<file path="config.mk">
export PLATFORM = sky130hd
export DESIGN_NAME = img_mem_arbiter
export DESIGN_NICKNAME = d
export VERILOG_FILES = /design/src/rtl/img_mem_arbiter.sv
export SDC_FILE = /design/constraint.sdc
export NUM_CORES = 1
export LEC_CHECK = 0
export ABC_AREA = 1
export BUFFER_PORTS_ARGS = -buffer_cell sky130_fd_sc_hd__buf_4
export CORE_AREA = 2 2 70 55
export CTS_BUF_LIST = sky130_fd_sc_hd__clkbuf_4 sky130_fd_sc_hd__clkbuf_8 sky130_fd_sc_hd__clkbuf_16
export CTS_CLUSTER_SIZE = 28
export DETAILED_ROUTE_END_ITERATION = 10
export DIE_AREA = 0 0 72 57
export GPL_TIMING_DRIVEN = 0
export HOLD_SLACK_MARGIN = 0.15
export SKIP_LAST_GASP = 1
export SLEW_MARGIN = 20
export SYNTH_ARGS = -nofsm -noshare
export SYNTH_HDL_FRONTEND = slang
export SYNTH_SLANG_ARGS = --single-unit
</file>
<file path="constraint.sdc">
create_clock -name clk -period 2.45 [get_ports clk]
set_clock_uncertainty 0.05 [all_clocks]
set_input_delay 0.245 -clock clk [delete_from_list [all_inputs] [get_ports clk]]
set_output_delay 0.245 -clock clk [all_outputs]
set_load 0.03 [all_outputs]
</file>
<file path="src/rtl/img_mem_arbiter.sv">
// Purpose : shares one synchronous image RAM port between a stalling CPU and a display (VGA) reader.
// Latency : grant/address combinational in the request cycle; read data one cycle later (VGA) or
//           registered into cpu_rdata two cycles later (CPU). Backpressure: CPU held off via cpu_stall,
//           VGA sees vga_gnt=0 when refused. Optional CPU starvation guard: IMG_ARB_STARVE_GUARD_EN.
module img_mem_arbiter #(
    parameter int ADDR_W       = 19,
    parameter int DATA_W       = 8,
    parameter int STARVE_LIMIT = 4
) (
    input  logic              clk,
    input  logic              reset,
    input  logic              cpu_req,
    input  logic              cpu_we,
    input  logic [ADDR_W-1:0] cpu_adr,
    input  logic [DATA_W-1:0] cpu_wdata,
    output logic              cpu_stall,
    output logic [DATA_W-1:0] cpu_rdata,
    input  logic              vga_req,
    input  logic [ADDR_W-1:0] vga_adr,
    output logic              vga_gnt,
    output logic              vga_rvalid,
    output logic [DATA_W-1:0] vga_rdata,
    output logic [ADDR_W-1:0] ram_adr,
    output logic [DATA_W-1:0] ram_wdata,
    output logic              ram_we,
    input  logic [DATA_W-1:0] ram_q
);

    // CPU access sequencer states.
    localparam logic [1:0] C_IDLE    = 2'd0;
    localparam logic [1:0] C_RD_WAIT = 2'd1;
    localparam logic [1:0] C_RD_DONE = 2'd2;

    logic [1:0] state_q;
    logic [1:0] state_d;

    // The CPU can only contend for the port from C_IDLE; the wait/done
    // states leave the port to the display.
    logic cpu_claim;
    logic starve_force;
    logic vga_grant;
    logic cpu_grant;

    // Read-return pipeline: a valid bit plus a one-bit owner tag
    // (1 = CPU, 0 = VGA) recording who addressed the RAM last cycle.
    logic rd_vld_q;
    logic rd_tag_q;
    logic cpu_capture;

    assign cpu_claim = (state_q == C_IDLE) && cpu_req;

`ifdef IMG_ARB_STARVE_GUARD_EN
    localparam int              CNT_W     = $clog2(STARVE_LIMIT + 1);
    localparam logic [CNT_W-1:0] LIMIT_CNT = STARVE_LIMIT[CNT_W-1:0];

    logic [CNT_W-1:0] starve_cnt;

    // Count consecutive refused CPU cycles in C_IDLE; saturate at the limit.
    always_ff @(posedge clk) begin
        if (reset) begin
            starve_cnt <= '0;
        end else if (!cpu_req || cpu_grant) begin
            starve_cnt <= '0;
        end else if ((state_q == C_IDLE) && (starve_cnt != LIMIT_CNT)) begin
            starve_cnt <= starve_cnt + CNT_W'(1);
        end
    end

    assign starve_force = (starve_cnt == LIMIT_CNT);
`else
    // Strict display priority: the CPU-override term is constant zero
    // (the comparison only references the limit so it stays in the build).
    assign starve_force = (STARVE_LIMIT < 0);
`endif

    // Grant decision: display wins unless the starving CPU is being forced
    // through; nothing is granted while reset is asserted.
    always_comb begin
        vga_grant = 1'b0;
        cpu_grant = 1'b0;
        if (!reset) begin
            if (vga_req && !(cpu_claim && starve_force)) begin
                vga_grant = 1'b1;
            end else if (cpu_claim) begin
                cpu_grant = 1'b1;
            end
        end
    end

    // RAM port mux: owner drives address/data, idle cycles drive zeros.
    always_comb begin
        ram_adr   = '0;
        ram_wdata = '0;
        ram_we    = 1'b0;
        if (vga_grant) begin
            ram_adr = vga_adr;
        end else if (cpu_grant) begin
            ram_adr   = cpu_adr;
            ram_wdata = cpu_wdata;
            ram_we    = cpu_we;
        end
    end

    assign vga_gnt = vga_grant;

    // CPU stall: a granted write finishes in place, reads need two extra
    // cycles, a refused request waits.
    always_comb begin
        cpu_stall = 1'b0;
        case (state_q)
            C_IDLE:    cpu_stall = cpu_req && !(cpu_grant && cpu_we);
            C_RD_WAIT: cpu_stall = 1'b1;
            C_RD_DONE: cpu_stall = 1'b0;
            default:   cpu_stall = 1'b0;
        endcase
        if (reset) begin
            cpu_stall = 1'b0;
        end
    end

    // CPU sequencer next-state logic.
    always_comb begin
        state_d = C_IDLE;
        case (state_q)
            C_IDLE:    state_d = (cpu_grant && !cpu_we) ? C_RD_WAIT : C_IDLE;
            C_RD_WAIT: state_d = C_RD_DONE;
            C_RD_DONE: state_d = C_IDLE;
            default:   state_d = C_IDLE;
        endcase
    end

    // CPU sequencer state register.
    always_ff @(posedge clk) begin
        if (reset) begin
            state_q <= C_IDLE;
        end else begin
            state_q <= state_d;
        end
    end

    // Tag pipeline: remember whether this cycle's RAM read belongs to the
    // CPU or the display so next cycle's ram_q reaches the right consumer.
    always_ff @(posedge clk) begin
        if (reset) begin
            rd_vld_q <= 1'b0;
            rd_tag_q <= 1'b0;
        end else begin
            rd_vld_q <= vga_grant || (cpu_grant && !cpu_we);
            rd_tag_q <= cpu_grant;
        end
    end

    assign cpu_capture = rd_vld_q && rd_tag_q;

    // CPU read data register: loads only on a CPU read return, else holds.
    always_ff @(posedge clk) begin
        if (reset) begin
            cpu_rdata <= '0;
        end else if (cpu_capture) begin
            cpu_rdata <= ram_q;
        end
    end

    // Display return path is unregistered: ram_q is already the registered
    // RAM output, so the valid strobe just lags the grant by one cycle.
    assign vga_rvalid = rd_vld_q && !rd_tag_q && !reset;
    assign vga_rdata  = ram_q;

endmodule

</file>
==> impl_metrics.tcl <==
set metrics [dict create \
    pwr-share-clk_pct 31.1 \
    cp_data_arrival_time_ns 1.30 \
    synthArstFlopShare_pct 0 \
    rsz0062_at_grt "false" \
    cts_buffers 3 \
    cp_max_fo 3 \
    wl_per_cell_um 9.14 \
    htreeDepth 1 \
    crit_path_end_kind "output port" \
    path_cells "dlygate4sd3_1 -> buf_4 -> nand4_1 -> nand2_1 -> nand2_1 -> buf_4" \
    clk_latency_ns 0.24 \
    synthTopCellsByArea "dfxtp_1 (29%), nand2_1 (28%), nor2_1 (12%)" \
    grt_pass1_vias 1013 \
    syn_avg_cell_area_um2 5.81 \
    drive_gt1_share_pct 50.6 \
    design_area_um2 1730 \
    die_x_um 72 \
    synthTopCellsByCount "nand2_1 (62), nor2_1 (26), dfxtp_1 (12), inv_1 (12)" \
    die_h_um 57 \
    nets 311 \
    dr.pass1.iters 4 \
    cts_tree "done" \
    drtAntennaViolNets 0 \
    synthFlopType "dfxtp_1" \
    placed_area_um2 1660 \
    grt_overflow 0 \
    io_pins 106 \
    n_antenna_cell 0 \
    yosysWarnings 0 \
    synth-seq-area-share_pct 29.3 \
    status "complete, no violations" \
    crit_family "buffers and inverters" \
    num_rows 19 \
    final_max_slew_viol_count 0 \
    maxSlewHeadroom_pct 82.4 \
    fp.dieArea_um2 4100 \
    setup_ws_ns 0.856 \
    drc_errors 0 \
    ys_ff_latch 12 \
    p_int_mw 0.476 \
    grt_max_degree 11 \
    min_path_type "input pin to register" \
    post-synth-top-area-cell "dfxtp_1" \
    via_count 1168 \
    pwr-share-seq_pct 29.7 \
    post-route-util_pct 49.4 \
    synth-edff-count 0 \
    core_um2 3490 \
    wl_mm 2.68 \
    cts.sinks 12 \
    critPathBufInv 3 \
    clk_pin_slew_worst_paths_ns 0.05 \
    initial_core_util_pct 23.5 \
    switching_share_pct 30.8 \
    cp_slowest_cell "dlygate4sd3_1" \
    cts-root-buf "clkbuf_8" \
    power.share.combinational_pct 39.1 \
    gp_congestion 0.735 \
    syn_area_um2 820 \
    cellPowerDensity_nw_per_um2 398 \
    drt_iter0_drc 24 \
    cp_data_required_time_ns 2.15 \
    track_usage_pct 12.7 \
    hold_viol 0 \
    antenna_found_initial 0 \
    cts_buffer_depth 2 \
    yosysUniqueCellTypes 14 \
    synth_nets 200 \
    peakVddDrop_v 0.000184 \
    path_class "input pin to output port" \
    max_stage_delay_ns 0.54 \
    synthCells 141 \
    yosysMostFrequentCell "nand2_1" \
    drt-vias-per-instance 3.99 \
    p_sw_mw 0.211 \
    finalCriticalPeriod_ns 1.59 \
    leakage_nw 1.04 \
    finalSetupViolCount 0 \
    hpwl_mm 2.24 \
    critPathLaunchType "input pin" \
    min_period_over_period_pct 65.1 \
    fmax_mhz 627 \
    place_ws_ns 1.02 \
    cap_violations 0 \
    grt_pass1_wl_mm 4.21 \
    area_growth_pct 111 \
    worst_pin_slew_ns 0.263 \
    setup-tns-final_ns 0 \
    synth_top_area_share_pct 29.3 \
    port_buffers 105 \
]
[final timing paths]
check / start / to / slack [ns] / cells after the start
hold reg to reg: state_q[0] / state_q[1] / 0.41 / 2
setup reg to reg: rd_tag_q / cpu_rdata[0] / 1.42 / 4
hold / removal: vga_req / rd_vld_q / 0.19 / 3
setup / recovery: cpu_we / cpu_stall / 0.86 / 6
[layout by cell type, fill, tap and decap left out, types with 2 or more instances in the layout]
master	count
inv_1	12
dfxtp_1	12
buf_4	113
nor2_1	26
buf_6	4
nand2_1	62
inv_2	2
o21ai_0	8
clkbuf_8	4
nor3b_1	2
[timing repair]
action | 4_1_cts | 5_1_grt
endpoints found under the hold margin | 2 | 0
hold buffers | 1 | 0
setup buffers | 0 | 0
gates resized for setup | 0 | 0
endpoints found under the setup margin | 0 | 0
[cells by family after synthesis]
group	share of synthesized area, %
flip-flops	29.3
buffers and inverters	19.8
AND/OR/NAND/NOR	44.9
AO/OA/AOI/OAI	5.95
[layer usage]
layer | wire (um) | part of all wire [%] | vias to the layer above | global-route usage [%]
met4 | 8 | 0.30 | 0 | 3.50
met1 | 1150 | 43 | 469 | 15.3
met3 | 336 | 13 | 2 | 5.48
li1 | - | - | 632 | -
met2 | 1180 | 44 | 65 | 20.8
met5 | 0 | 0 | - | 0
[worst min-delay path, delay by kind of cell]
kind | cells | cell delay, ns
and+or+nand+nor | 1 | 0.07
AOI/OAI and AO/OA | 1 | 0.05
buffers and inverters | 1 | 0.08
[power by group through the flow]
stage | logic [mW] | registers (mW) | clock network, mW
final | 0.269 | 0.204 | 0.214
after global routing | 0.290 | 0.205 | 0.230
after CTS | 0.272 | 0.204 | 0.219
after detailed placement | 0.270 | 0.209 | 0
after global placement | 0.270 | 0.208 | 0
after floorplan | 0.127 | 0.215 | 0
[through the flow]
| stage | hold slack [ns] | cells | total power [mW] |
|---|---|---|---|
| 4_1_cts | 0.191 | 293 | 0.695 |
| 5_1_grt | 0.193 | 293 | 0.725 |
| 2_1_floorplan | 0.267 | 141 | 0.342 |
| 6_report | 0.191 | 293 | 0.687 |
| 3_5_place_dp | 0.387 | 288 | 0.479 |
| 3_3_place_gp | 0.384 | 288 | 0.478 |
[cell type report]
class	instances	area (um^2)
plain buffers	13	110
clock buffers	4	55.1
fillers	374	1770
inverters	14	52.6
multi-input cells	102	417
flip-flops and latches	12	240
well taps	42	52.6
repair buffers	106	798
[state kept, by name, summed over array words and instances (netlist names)]
| name | flops |
|---|---|
| cpu_rdata | 8 |
| rd_vld_q | 1 |
| rd_tag_q | 1 |
| state_q | 2 |
(Power assumes the default switching activity.)
